$ cat src/rtl/branch_ctrl_bht_pkg.sv
// Shared CPU definitions used by the branch controller and its condition
// evaluator: branch funct3 codes, control-transfer encodings and the
// 2-bit saturating counter constants with their update/predict helpers.
package branch_ctrl_bht_pkg;

  // Branch condition selectors (funct3 field of a conditional branch).
  localparam logic [2:0] F3_BEQ  = 3'b000;
  localparam logic [2:0] F3_BNE  = 3'b001;
  localparam logic [2:0] F3_BLT  = 3'b100;
  localparam logic [2:0] F3_BGE  = 3'b101;
  localparam logic [2:0] F3_BLTU = 3'b110;
  localparam logic [2:0] F3_BGEU = 3'b111;

  // Kind of control transfer carried by the resolving instruction.
  typedef enum logic [1:0] {
    CT_NORMAL = 2'b00,
    CT_BRANCH = 2'b01,
    CT_JAL    = 2'b10,
    CT_JALR   = 2'b11
  } ctrl_t;

  // Saturating counter states: strongly/weakly not-taken, weakly/strongly taken.
  localparam logic [1:0] SNT = 2'b00;
  localparam logic [1:0] WNT = 2'b01;
  localparam logic [1:0] WT  = 2'b10;
  localparam logic [1:0] ST  = 2'b11;

  // Move a counter one step toward the observed outcome, holding at the ends.
  function automatic logic [1:0] cnt_next(input logic [1:0] cnt, input logic taken);
    logic [1:0] nxt;
    nxt = cnt;
    if (taken) begin
      if (cnt != ST) nxt = cnt + 2'd1;
    end else begin
      if (cnt != SNT) nxt = cnt - 2'd1;
    end
    return nxt;
  endfunction

  // The upper half of the counter range predicts taken.
  function automatic logic cnt_predict(input logic [1:0] cnt);
    return (cnt >= WT);
  endfunction

endpackage

$ cat src/rtl/branch_cond.sv
// Combinational branch condition evaluator. Compares two XLEN-wide operands
// according to funct3; the reserved codes 010/011 report illegal and are
// treated as not taken.
module branch_cond
  import branch_ctrl_bht_pkg::*;
#(
  parameter int unsigned XLEN = 32
) (
  input  logic [2:0]      iFunct3,
  input  logic [XLEN-1:0] iRs1,
  input  logic [XLEN-1:0] iRs2,
  output logic            oTaken,
  output logic            oIllegal
);

  logic eq;
  logic lt_s;
  logic lt_u;

  // Base comparisons, exactly XLEN bits wide; signed uses bit XLEN-1 as sign.
  always_comb begin
    eq   = (iRs1 == iRs2);
    lt_s = ($signed(iRs1) < $signed(iRs2));
    lt_u = (iRs1 < iRs2);
  end

  // Select the outcome for the requested condition.
  // NOTE: every output gets a default before the case so no latch is inferred
  // for codes that do not assign it.
  always_comb begin
    oTaken   = 1'b0;
    oIllegal = 1'b0;
    case (iFunct3)
      F3_BEQ:  oTaken = eq;
      F3_BNE:  oTaken = ~eq;
      F3_BLT:  oTaken = lt_s;
      F3_BGE:  oTaken = ~lt_s;
      F3_BLTU: oTaken = lt_u;
      F3_BGEU: oTaken = ~lt_u;
      default: oIllegal = 1'b1;
    endcase
  end

endmodule

$ cat src/rtl/branch_ctrl_bht.sv
// Branch controller with a bimodal branch history table.
// - Fetch side: PC-indexed lookup of a 2-bit saturating counter, prediction
//   registered one cycle later. Same-cycle lookup and update of one entry
//   returns the value held before the update.
// - Resolve side: evaluates the branch condition, raises transfer / flush /
//   illegal-funct3 flags one cycle later and trains the table on legal branches.
// Optional build macro: BRANCH_CTRL_BHT_STATS_EN adds 32-bit wrapping counters
// oBrCount (trained branch resolves) and oMissCount (mispredicts).
module branch_ctrl_bht
  import branch_ctrl_bht_pkg::*;
#(
  parameter int unsigned XLEN      = 32,
  parameter int unsigned BHT_DEPTH = 64,   // power of two, 4..1024
  parameter logic [1:0]  CNT_INIT  = WNT
) (
  input  logic            iCLK,
  input  logic            iRST,
  input  logic            iFetchValid,
  input  logic [XLEN-1:0] iFetchPC,
  output logic            oPredTaken,
  input  logic            iResValid,
  input  logic [XLEN-1:0] iResPC,
  input  logic [1:0]      iCOrigPC,
  input  logic [2:0]      iFunct3,
  input  logic [XLEN-1:0] iRs1,
  input  logic [XLEN-1:0] iRs2,
  input  logic            iResPredTaken,
  output logic            oCTransf,
  output logic            oMispredict,
  output logic            oBrIllegal
`ifdef BRANCH_CTRL_BHT_STATS_EN
  ,
  output logic [31:0]     oBrCount,
  output logic [31:0]     oMissCount
`endif
);

  localparam int unsigned IDX_W = $clog2(BHT_DEPTH);

  logic [IDX_W-1:0] fetch_idx;
  logic [IDX_W-1:0] res_idx;
  ctrl_t            res_type;

  logic             cond_taken;
  logic             cond_illegal;
  logic             bht_upd;

  logic [1:0]       bht_q [BHT_DEPTH];
  logic [1:0]       bht_d [BHT_DEPTH];

  logic             pred_q,     pred_d;
  logic             ctransf_q,  ctransf_d;
  logic             mispred_q,  mispred_d;
  logic             illegal_q,  illegal_d;

  // Word-aligned PCs: bits [1:0] and everything above the index are not used.
  logic             unused_pc_bits;
  assign unused_pc_bits = ^{iFetchPC[XLEN-1:IDX_W+2], iFetchPC[1:0],
                            iResPC[XLEN-1:IDX_W+2],   iResPC[1:0]};

  assign fetch_idx = iFetchPC[IDX_W+1:2];
  assign res_idx   = iResPC[IDX_W+1:2];
  assign res_type  = ctrl_t'(iCOrigPC);

  branch_cond #(
    .XLEN (XLEN)
  ) u_cond (
    .iFunct3  (iFunct3),
    .iRs1     (iRs1),
    .iRs2     (iRs2),
    .oTaken   (cond_taken),
    .oIllegal (cond_illegal)
  );

  // Prediction for this cycle's lookup, read from the current table contents.
  always_comb begin
    pred_d = iFetchValid & cnt_predict(bht_q[fetch_idx]);
  end

  // Resolution flags and whether the table should be trained.
  always_comb begin
    ctransf_d = 1'b0;
    mispred_d = 1'b0;
    illegal_d = 1'b0;
    bht_upd   = 1'b0;
    if (iResValid) begin
      case (res_type)
        CT_BRANCH: begin
          illegal_d = cond_illegal;
          ctransf_d = cond_taken;
          mispred_d = cond_taken ^ iResPredTaken;
          bht_upd   = ~cond_illegal;
        end
        CT_JAL, CT_JALR: begin
          ctransf_d = 1'b1;
          mispred_d = ~iResPredTaken;
        end
        default: ;
      endcase
    end
  end

  // Next table contents: only the resolving entry can change.
  always_comb begin
    bht_d = bht_q;
    if (bht_upd) bht_d[res_idx] = cnt_next(bht_q[res_idx], cond_taken);
  end

  // Table and output registers; reset wins over any lookup or resolve.
  // NOTE: sequential state uses non-blocking assignments so every flop samples
  // pre-edge values, which is also what gives the lookup read-before-write.
  // NOTE: the table is reset entry by entry because the reset counter value is
  // architecturally visible through the first predictions.
  always_ff @(posedge iCLK) begin
    if (iRST) begin
      for (int i = 0; i < BHT_DEPTH; i++) bht_q[i] <= CNT_INIT;
      pred_q    <= 1'b0;
      ctransf_q <= 1'b0;
      mispred_q <= 1'b0;
      illegal_q <= 1'b0;
    end else begin
      bht_q     <= bht_d;
      pred_q    <= pred_d;
      ctransf_q <= ctransf_d;
      mispred_q <= mispred_d;
      illegal_q <= illegal_d;
    end
  end

  assign oPredTaken  = pred_q;
  assign oCTransf    = ctransf_q;
  assign oMispredict = mispred_q;
  assign oBrIllegal  = illegal_q;

`ifdef BRANCH_CTRL_BHT_STATS_EN
  logic [31:0] br_cnt_q,   br_cnt_d;
  logic [31:0] miss_cnt_q, miss_cnt_d;

  // Event counters; 32-bit adds wrap naturally.
  always_comb begin
    br_cnt_d   = br_cnt_q   + {31'd0, bht_upd};
    miss_cnt_d = miss_cnt_q + {31'd0, mispred_d};
  end

  // Counter registers, cleared by reset.
  always_ff @(posedge iCLK) begin
    if (iRST) begin
      br_cnt_q   <= 32'd0;
      miss_cnt_q <= 32'd0;
    end else begin
      br_cnt_q   <= br_cnt_d;
      miss_cnt_q <= miss_cnt_d;
    end
  end

  assign oBrCount   = br_cnt_q;
  assign oMissCount = miss_cnt_q;
`endif

endmodule
$ cat config.mk
export PLATFORM = sky130hd
export DESIGN_NAME = branch_ctrl_bht
export DESIGN_NICKNAME = d
export VERILOG_FILES = /design/src/rtl/branch_ctrl_bht_pkg.sv /design/src/rtl/branch_cond.sv /design/src/rtl/branch_ctrl_bht.sv
export SDC_FILE = /design/constraint.sdc
export NUM_CORES = 1
export LEC_CHECK = 0
export CAP_MARGIN = 15
export CORE_MARGIN = 10
export CORE_UTILIZATION = 58
export DETAILED_ROUTE_END_ITERATION = 16
export PLACE_DENSITY = 0.87
export RECOVER_POWER = 100
export SLEW_MARGIN = 5
export SYNTH_ARGS = -nofsm -noshare
export SYNTH_HDL_FRONTEND = slang
export SYNTH_HIERARCHICAL = 1
export SYNTH_SLANG_ARGS = --single-unit
export TNS_END_PERCENT = 5
$ cat constraint.sdc
create_clock -name iCLK -period 10.8 [get_ports iCLK]
set_input_delay 3.24 -clock iCLK [delete_from_list [all_inputs] [get_ports iCLK]]
set_output_delay 3.24 -clock iCLK [all_outputs]
set_load 0.005 [all_outputs]
### Yosys cells after proc, flatten, opt, wreduce, memory -nomap -nowiden

Cells that the tools add are included.

| operators by class | value |
|---|---|
| mux-type cells | 19 |
| equal/unequal tests | 10 |
| $add $sub $neg | 2 |
| reductions and logical operators | 7 |
| bitwise logic cells | 10 |
| magnitude comparators | 6 |

Operator list:

| cell | number |
|---|---|
| 128-bit bitwise mux | 1 |
| 32-bit < comparator | 2 |
| 32-bit equality test | 1 |
| 2-bit binary-select mux with 6-bit select | 2 |
| 2-bit 2-to-1 mux | 9 |
| 7-bit greater-or-equal comparator, second input constant | 2 |
| 6-bit inverter with 7-bit output | 2 |
| 2-bit demux with 6-bit select | 1 |
| 3-bit equality test, second input constant | 4 |
| 7-bit by 1-bit < comparator with 1-bit output, second input constant | 1 |
| 1-bit inverter | 6 |
| 1-bit case mux with 6 select lines | 1 |
| 6-bit OR reduction | 1 |
| 2-bit equality test, second input constant | 2 |
| 1-bit case mux with 2 select lines | 2 |
| 2-bit OR reduction | 2 |
| 3-bit by 1-bit equality test with 1-bit output, second input constant | 1 |
| 3-bit zero test | 1 |
| 1-bit 2-to-1 mux | 3 |
| 3-bit OR reduction | 1 |
| 2-bit by 1-bit adder with 2-bit output, second input constant | 1 |
| 2-bit by 1-bit equality test with 1-bit output, second input constant | 1 |
| 2-bit greater-or-equal comparator, second input constant | 1 |
| 2-bit != test, second input constant | 1 |
| 5 further kinds | 5 |

| storage, ports and cells | value |
|---|---|
| register bits | 132 |
| input port bits | 138 |
| output and inout bits | 4 |
| word-level logic and storage cells | 122 |

### Longest topological paths before layout

Gate-level depths: netlist of run 1.

| depth | value |
|---|---|
| word-level depth | 9 |
| mapped depth | 13 |
| gate-level depth less buffers | 12 |

### Modules after synthesis

The synthesis of run 1 kept the hierarchy.

By module, submodules not included:

| module | area an instance (um^2) | instances | cells an instance | seq. area each (um^2) |
|---|---|---|---|---|
| branch_ctrl_bht | 7,245.7 | 1 | 777 | 2,642.5 |
| branch_cond | 870.8 | 1 | 121 | 0.0 |

### Least setup slack after synthesis of run 1

Ideal clock, no wire load.

| timing path | value |
|---|---|
| path kind | input port to flip-flop |
| from | input iRs2[19] |
| to | register bht_q[65] in the netlist's numbering |
| data required time | 10.699 ns |
| path slack | 4.962 ns |
| setup time | 0.101 ns |
| arrival time | 5.737 ns |
| path buffers | 2 |
| stages | 12 |
| path through | inv_1 -> ha_1 -> and4_2 -> or4b_2 -> o22ai_1 -> or4_1 -> a31o_1 -> inv_1 -> maj3_1 -> buf_2 -> buf_1 -> o41ai_1 |

| on the way | value |
|---|---|
| word-level cells in the longest chain between the ends | 6 |
| elaborated cells on any way between the ends | 10 |
| classes of those cells | order compare (2); eq/ne (1); mux (4); bitwise (3) |

Ends and longest elaborated chain:

| what | RTL line | source |
|---|---|---|
| start, declared | branch_ctrl_bht.sv:26 | `input logic [XLEN-1:0] iRs2,` |
| 32-bit < comparator (tied with other cells) | branch_cond.sv:24 | `lt_u = (iRs1 < iRs2);` |
| 1-bit inverter (on tied branches) | branch_cond.sv:39, branch_cond.sv:35, branch_cond.sv:37 |  |
| 1-bit case mux with 6 select lines * | branch_cond.sv:33 | `case (iFunct3)` |
| net cond_taken | branch_ctrl_bht.sv:44 | `logic cond_taken;` |
| 2-bit 2-to-1 mux * | branch_ctrl_bht_pkg.sv:32 | `if (taken) begin` |
| 2-bit 2-to-1 mux * | branch_ctrl_bht.sv:106 | `if (bht_upd) bht_d[res_idx] = cnt_next(bht_q[res_idx], cond_taken);` |
| 128-bit bitwise mux * | branch_ctrl_bht.sv:106 |  |
| end signal, assigned | branch_ctrl_bht.sv:122 | `bht_q <= bht_d;` |
| end, declared | branch_ctrl_bht.sv:48 | `logic [1:0] bht_q [BHT_DEPTH];` |

Mark *: on every way through the listed nets, which the timed path passes. The rest lies on a longest branch. The select of a mux whose other input is x is not followed.
A chain may end at the register's enable or synchronous reset.

### Worst setup path in the final report of run 1

| timing path | value |
|---|---|
| from | input iResPC[2] |
| to | register bht_q[29] in the netlist's numbering |

| on the way | value |
|---|---|
| word-level cells in the longest chain between the ends | 9 |
| elaborated cells on any way between the ends | 18 |
| classes of those cells | add/sub (2); order compare (2); eq/ne (1); mux (10); bitwise (1); reduce/logical (2) |

Ends and longest elaborated chain:

| what | RTL line | source |
|---|---|---|
| start, declared | branch_ctrl_bht.sv:22 | `input logic [XLEN-1:0] iResPC,` |
| 6-bit inverter with 7-bit output (not written as such) * | branch_ctrl_bht.sv:106 |  |
| 2-bit binary-select mux with 6-bit select | branch_ctrl_bht.sv:106 |  |
| 2-bit 2-to-1 mux (not written as such) (2 in series) | branch_ctrl_bht.sv:106 |  |
| 2-bit by 1-bit subtractor with 2-bit output (tied with other cells) | branch_ctrl_bht_pkg.sv:35 | `if (cnt != SNT) nxt = cnt - 2'd1;` |
| 2-bit 2-to-1 mux (on tied branches) | branch_ctrl_bht_pkg.sv:35, branch_ctrl_bht_pkg.sv:33 |  |
| 2-bit 2-to-1 mux | branch_ctrl_bht_pkg.sv:32 |  |
| 2-bit 2-to-1 mux | branch_ctrl_bht.sv:106 |  |
| 128-bit bitwise mux * | branch_ctrl_bht.sv:106 |  |

Mark *: on every way between the ends. The rest lies on a longest branch, timed or not. The select of a mux whose other input is x is not followed.

==> results of run 1 <==
==> flip-flops by register name, summed over array words and instances, names as in the netlist <==
signal,flops
bht_q,128
oBrIllegal,1
oCTransf,1
oPredTaken,1
oMispredict,1
==> cells in the mapped netlist (all sizes together) (2+ instances only) <==
cell type	count	share of area, %
and4	2	0.25
nand3	12	0.74
o211ai	2	0.18
nor2b	12	0.92
a211oi	8	0.74
ha	32	4.9
mux2i	16	2.0
nand2b	5	0.39
nand4	8	0.62
mux4	35	9.7
a22oi	56	7.9
nor3	35	2.2
clkbuf	45	2.1
a31oi	2	0.15
maj3	2	0.26
a22o	3	0.32
mux2	5	0.69
or2	2	0.15
and3	4	0.31
and2	3	0.23
or4	2	0.18
nand3b	52	4.8
dfxtp	132	33
or3b	12	1.3
and3b	2	0.22
o221ai	2	0.22
nand2	69	3.2
o31ai	50	4.6
o22ai	3	0.23
or3	2	0.15
nor2	123	5.7
a221oi	8	1.0
o21ai	12	0.74
o41ai	17	1.8
a21oi	37	2.3
nor3b	4	0.37
buf	32	2.7
inv	37	1.7
==> where the power goes <==
part	internal, mW	switching [mW]
Clock	0.361	0.216
Combinational	0.0661	0.106
Sequential	0.488	0.000456
==> kinds of logic (layout without fill, tap and decap cells) <==
family | Yosys count | count (layout)
flops | 132 | 132
buf+inv | 114 | 166
fa+ha+maj | 34 | 34
mux | 56 | 56
simple gates | 352 | 352
compound gates | 208 | 208
xor+xnor | 2 | 2
==> worst register-to-register path: stages, from the launching register on <==
cell       delay [ps]
dfxtp_1           310
mux2_1            290
a22oi_1           200
o2111ai_1         160
a22o_1            290
nor4_1            340
maj3_1            840
buf_4             610
o31ai_1           160
==> through the flow <==
step	worst slack (ps)	hold WS (ps)	cells	utilization (%)
final	2270	509	1130	68.6
after detailed placement	3350	495	1097	64.6
after global placement	3410	483	1097	64.6
after CTS	3770	509	1128	68.9
after floorplan	4960	466	898	-
after global routing	1930	519	1130	68.6
==> worst min path at each step <==
stage,start,slack [ps],to
2_1_floorplan,bht_q[16],470,bht_q[16]
3_3_place_gp,bht_q[48],480,bht_q[48]
3_5_place_dp,bht_q[66],500,bht_q[66]
4_1_cts,bht_q[119],510,bht_q[119]
5_1_grt,bht_q[50],520,bht_q[50]
6_report,bht_q[71],510,bht_q[71]
==> layer usage <==
layer  track usage [%]  part of all wire (%)  up-vias
li1                  -                     -     3418
met1              27.5                    37     3543
met2              37.3                    47      471
met3              6.20                    11      108
met4              13.4                   4.8        0
met5                 0                     0        -
==> area by class of cell <==
type                       count  area share, %
timing repair buffer          98           10.2
sequential                   132           28.0
clock buffer                  22           5.13
tap                          180           2.39
multi-input combinational    652           51.8
clock inverter                 9           1.09
inverter                      37           1.47
==> flow_metrics.tcl, run 1 <==
set metrics [dict create \
    status "finished with violations" \
    failed_checks "max-capacitance violations, max-slew violations" \
    ioPinCount 142 \
    cts_hold_buffers 0 \
    slowest_delay_ps 1820 \
    pwr_density_cell_nw_per_um2 131 \
    layout-drive-gt1-share_pct 13.5 \
    crit_type "primary input to flop" \
    via_per_inst 6.67 \
    reg2reg_slack_ps 7310 \
    hp-class "flop to flop" \
    first_iter_violations 1016 \
    layout_min_cycle_time_ps 8530 \
    ff2ff_path_depth 8 \
    cp_slowest_cell "clkbuf_1" \
    cts-buffers-inserted 17 \
    ant_nets 0 \
    cts-root-buf "clkbuf_16" \
    netlist_instances 898 \
    cp-start-kind "primary input" \
    ys_seq_area_share_pct 32.6 \
    synth_compound_area_share_pct 21.2 \
    drt_pass1_iterations 5 \
    timing.rr.end "bht_q[29]" \
    num_antenna_cells 0 \
    endpoint_kind "flop" \
    clock_skew_ps 13.7 \
    layout.nets 1108 \
    layout_common_cells "dfxtp_1 (132), nor2_1 (123), clkdlybuf4s50_1 (82)" \
    hpwl_um 15000 \
    finalCritPeriodShare_pct 79.0 \
    track_usage_pct 23.3 \
    die_y_um 138 \
    gp_congestion 0.906 \
    required_ps 10930 \
    path_max_fanout 44 \
    yosys.area_share.simple_pct 22.0 \
    final_area_um2 9440 \
    wl_um 23300 \
    maxSlewHeadroom_pct -202 \
    core_area_um2 13800 \
    insertion_delay_ps 440 \
    h-tree-depth 4 \
    synth_xor_area_share_pct 0.216 \
    drc 0 \
    rsz0062_at_grt "no" \
    synthMuxAreaShare_pct 12.4 \
    die_w_um 138 \
    synth-seq-cells 132 \
    nFillCells 1051 \
    critPathCapture "bht_q[29]" \
    path_delay_family "buffers and inverters" \
    syn-cell-area_um2 8120 \
    cp_num_cells 9 \
    yosysWarnings 6 \
    grt-ovfl-total 0 \
    avgSynthCellArea_um2 9.04 \
    leakagePower_nw 3.35 \
    synth_nets 1068 \
    synth.distinct_cells 62 \
    fp-row-count 43 \
    crit_arrival_ps 8660 \
    holdPathStages 2 \
    synth_fa_ha_area_share_pct 5.20 \
    maxCapViolations 2 \
    clkTransAtPathRegs_ps 60 \
    syn_to_final_growth_pct 16.3 \
    async_reset_ff_share_pct 0 \
    final-seq-area_um2 2640 \
    initial_core_util_pct 58.9 \
    multiInputGateArea_um2 4890 \
    cts_tree "done" \
    postCtsSetupRepairBufs 0 \
    vias 7540 \
    worst_pin_slew_ps 4530 \
    final_common_cell "dfxtp_1" \
    cp_cell_sequence "clkbuf_1 > nor2_1 > a22o_1 > a211oi_1 > o22ai_1 > nor4_1 > maj3_1 > buf_4 > o31ai_1" \
    peakVddDrop_mv 0.121 \
    place_area_um2 8900 \
    synth_top_family_by_area "simple AND/OR/NAND/NOR gates" \
    finalHoldViolCount 0 \
    post_cts_resized 0 \
    max_freq_mhz 117 \
    grt_max_degree 137 \
    synth_edf_count 0 \
    drv_slew 168 \
    port_buffers 89 \
    fp.dieArea_um2 19100 \
    setup-tns-final_ps 0 \
    crit_start "iResPC[2]" \
    clockBufferDepth 2 \
    power.total_mw 1.24 \
    path_buf_inv 2 \
    grt_pass1_vias 7151 \
    rr_startpoint "bht_q[52]" \
    antenna_found_initial 0 \
    wl_per_cell_um 20.6 \
    grt_pass1_wl_um 37000 \
    clock_sinks 132 \
    ys.flop_type "dfxtp_1" \
    setup_viol 0 \
]
No activity file was read; power rests on OpenSTA's default activity.
==> inputs of run 2 (changes only) <==
--- a/config.mk
+++ b/config.mk
@@ -7,9 +7,9 @@
 export LEC_CHECK = 0
 export CAP_MARGIN = 15
 export CORE_MARGIN = 10
-export CORE_UTILIZATION = 58
+export CORE_UTILIZATION = 49
 export DETAILED_ROUTE_END_ITERATION = 16
-export PLACE_DENSITY = 0.87
+export PLACE_DENSITY = 0.78
 export RECOVER_POWER = 100
 export SLEW_MARGIN = 5
 export SYNTH_ARGS = -nofsm -noshare
==> constraint.sdc (replaced) <==
create_clock -name iCLK -period 7.1 [get_ports iCLK]
set_input_delay 2.13 -clock iCLK [delete_from_list [all_inputs] [get_ports iCLK]]
set_output_delay 2.13 -clock iCLK [all_outputs]
set_load 0.005 [all_outputs]
==> run 2 against run 1 <==
The flow still finishes with violations (max-capacitance violations, max-slew violations). Clock power grew 48%. Die area grew 16%. Utilization shrank 11 points. Setup slack lost 1100 ps. Via count shrank 4.2%. Sequential cell count is the same. Combinational power grew 49%. Critical path depth grew 4. Sequential power grew 52%. First-iteration DRC count shrank 21%. Largest cell class unchanged.
==> flow_metrics.tcl, run 2 (synthesis results as in run 1) <==
set metrics [dict create \
    holdPathStages 2 \
    ff2ff_path_depth 8 \
    ant_nets 0 \
    gp_congestion 0.875 \
    die_y_um 149 \
    ioPinCount 142 \
    port_buffers 89 \
    layout-drive-gt1-share_pct 10.4 \
    maxSlewHeadroom_pct -70.8 \
    max_freq_mhz 168 \
    cts_tree "done" \
    wl_um 22800 \
    required_ps 7300 \
    core_area_um2 16100 \
    rr_startpoint "bht_q[52]" \
    num_antenna_cells 0 \
    nFillCells 1431 \
    min_to "bht_q[16]" \
    setup_viol 0 \
    clock_sinks 132 \
    vias 7223 \
    grt_max_degree 150 \
    regMostFlops "bht_q" \
    grt-ovfl-total 0 \
    layout_min_cycle_time_ps 5950 \
    clock_skew_ps 6.26 \
    finalHoldViolCount 0 \
    syn_to_final_growth_pct 14.8 \
    worst_pin_slew_ps 2560 \
    power.total_mw 1.85 \
    h-tree-depth 4 \
    leakagePower_nw 3.33 \
    maxCapViolations 1 \
    finalCritPeriodShare_pct 83.8 \
    insertion_delay_ps 430 \
    layout_common_cells "dfxtp_1 (132), nor2_1 (123), clkdlybuf4s50_1 (80)" \
    fin_cells 1165 \
    cts-root-buf "clkbuf_16" \
    cts_hold_buffers 0 \
    hp-start "bht_q[16]" \
    via_per_inst 6.20 \
    wl_per_cell_um 19.5 \
    track_usage_pct 20.4 \
    clockBufferDepth 2 \
    layout.nets 1108 \
    setup-tns-final_ps 0 \
    reg2reg_slack_ps 3820 \
    cts-buffers-inserted 17 \
    antenna_found_initial 1 \
    peakVddDrop_mv 0.189 \
    drt_pass1_iterations 8 \
    dp_cells 1135 \
    grt_pass1_wl_um 36500 \
    hp-class "flop to flop" \
    pwr_density_cell_nw_per_um2 198 \
    timing.rr.end "bht_q[77]" \
    postCtsSetupRepairBufs 0 \
    drv_slew 150 \
    clkTransAtPathRegs_ps 60 \
    final_common_cell "dfxtp_1" \
    crit_arrival_ps 6150 \
    drc 0 \
    grt_pass1_vias 6937 \
    initial_core_util_pct 50.5 \
    fp-row-count 46 \
    post-place-ws_ps 1240 \
    crit_type "primary input to flop" \
    first_iter_violations 803 \
    rsz0062_at_grt "no" \
    layout_setup_ws_ps 1150 \
    cp-start-kind "primary input" \
    endpoint_kind "flop" \
    failed_checks "max-capacitance violations, max-slew violations" \
    path_max_fanout 39 \
    die_w_um 149 \
    fp.dieArea_um2 22100 \
    post_cts_resized 0 \
    status "finished with violations" \
    largest_reg_flops 128 \
    hpwl_um 15400 \
]
run 2: changes by cell type in the layout (fill, tap and decap cells not counted), sizes merged:
cell	before	now
clkbuf	25	26
clkinv	4	3
buf	9	11
clkdlybuf4s50	82	80
clkinvlp	3	0
dlygate4sd3	4	6
run 2: layout make-up:
class | instances | area, um^2 | share of cell area (%)
Multi-Input combinational cell | 652 | 4750 | 51.0
Clock buffer | 25 | 485 | 5.21
Clock inverter | 5 | 75.1 | 0.805
Timing Repair Buffer | 98 | 956 | 10.3
Sequential cell | 132 | 2640 | 28.3
Inverter | 37 | 139 | 1.49
Tap cell | 216 | 270 | 2.90
run 2: power breakdown:
group	total [mW]	switching (mW)	leakage, nW	internal, mW
sequential	0.743	0.000715	1.07	0.743
clock	0.851	0.312	0.277	0.538
combinational	0.256	0.155	1.99	0.101
run 2: worst max-delay path by stage:
stage             start          to  slack (ps)
6_report       iRs2[14]   bht_q[77]        1150
5_1_grt        iRs2[14]   bht_q[77]         970
4_1_cts        iRs2[14]  bht_q[126]        1660
3_5_place_dp   iRs2[23]  bht_q[126]        1240
3_3_place_gp   iRs2[14]  bht_q[126]        1280
2_1_floorplan  iRs2[19]   bht_q[65]        2370
run 2: per-layer routing:
metal | track usage, % | wire length, um
met5 | 0 | 20
met4 | 7.63 | 675
met3 | 5.76 | 1990
met2 | 32.8 | 10800
met1 | 25.3 | 9240
run 2: worst max-delay path, cell delays in order:
cell           delay [ps]
dlygate4sd3_1         520
inv_1                  40
ha_1                  290
a21oi_1               170
nand2_1                70
a221oi_1              340
o22ai_1               160
or4_1                 520
a31o_1                260
inv_1                 150
maj3_1               1010
buf_12                310
o31ai_1               110
run 2: stage by stage:
step                      area [um^2]  utilization [%]  hold WS [ps]
after detailed placement         8970             55.9           489
after floorplan                  8120                -           466
final                            9320             58.0           504
after global routing             9320             58.0           525
after CTS                        9540             59.4           503
after global placement           8970             55.9           482
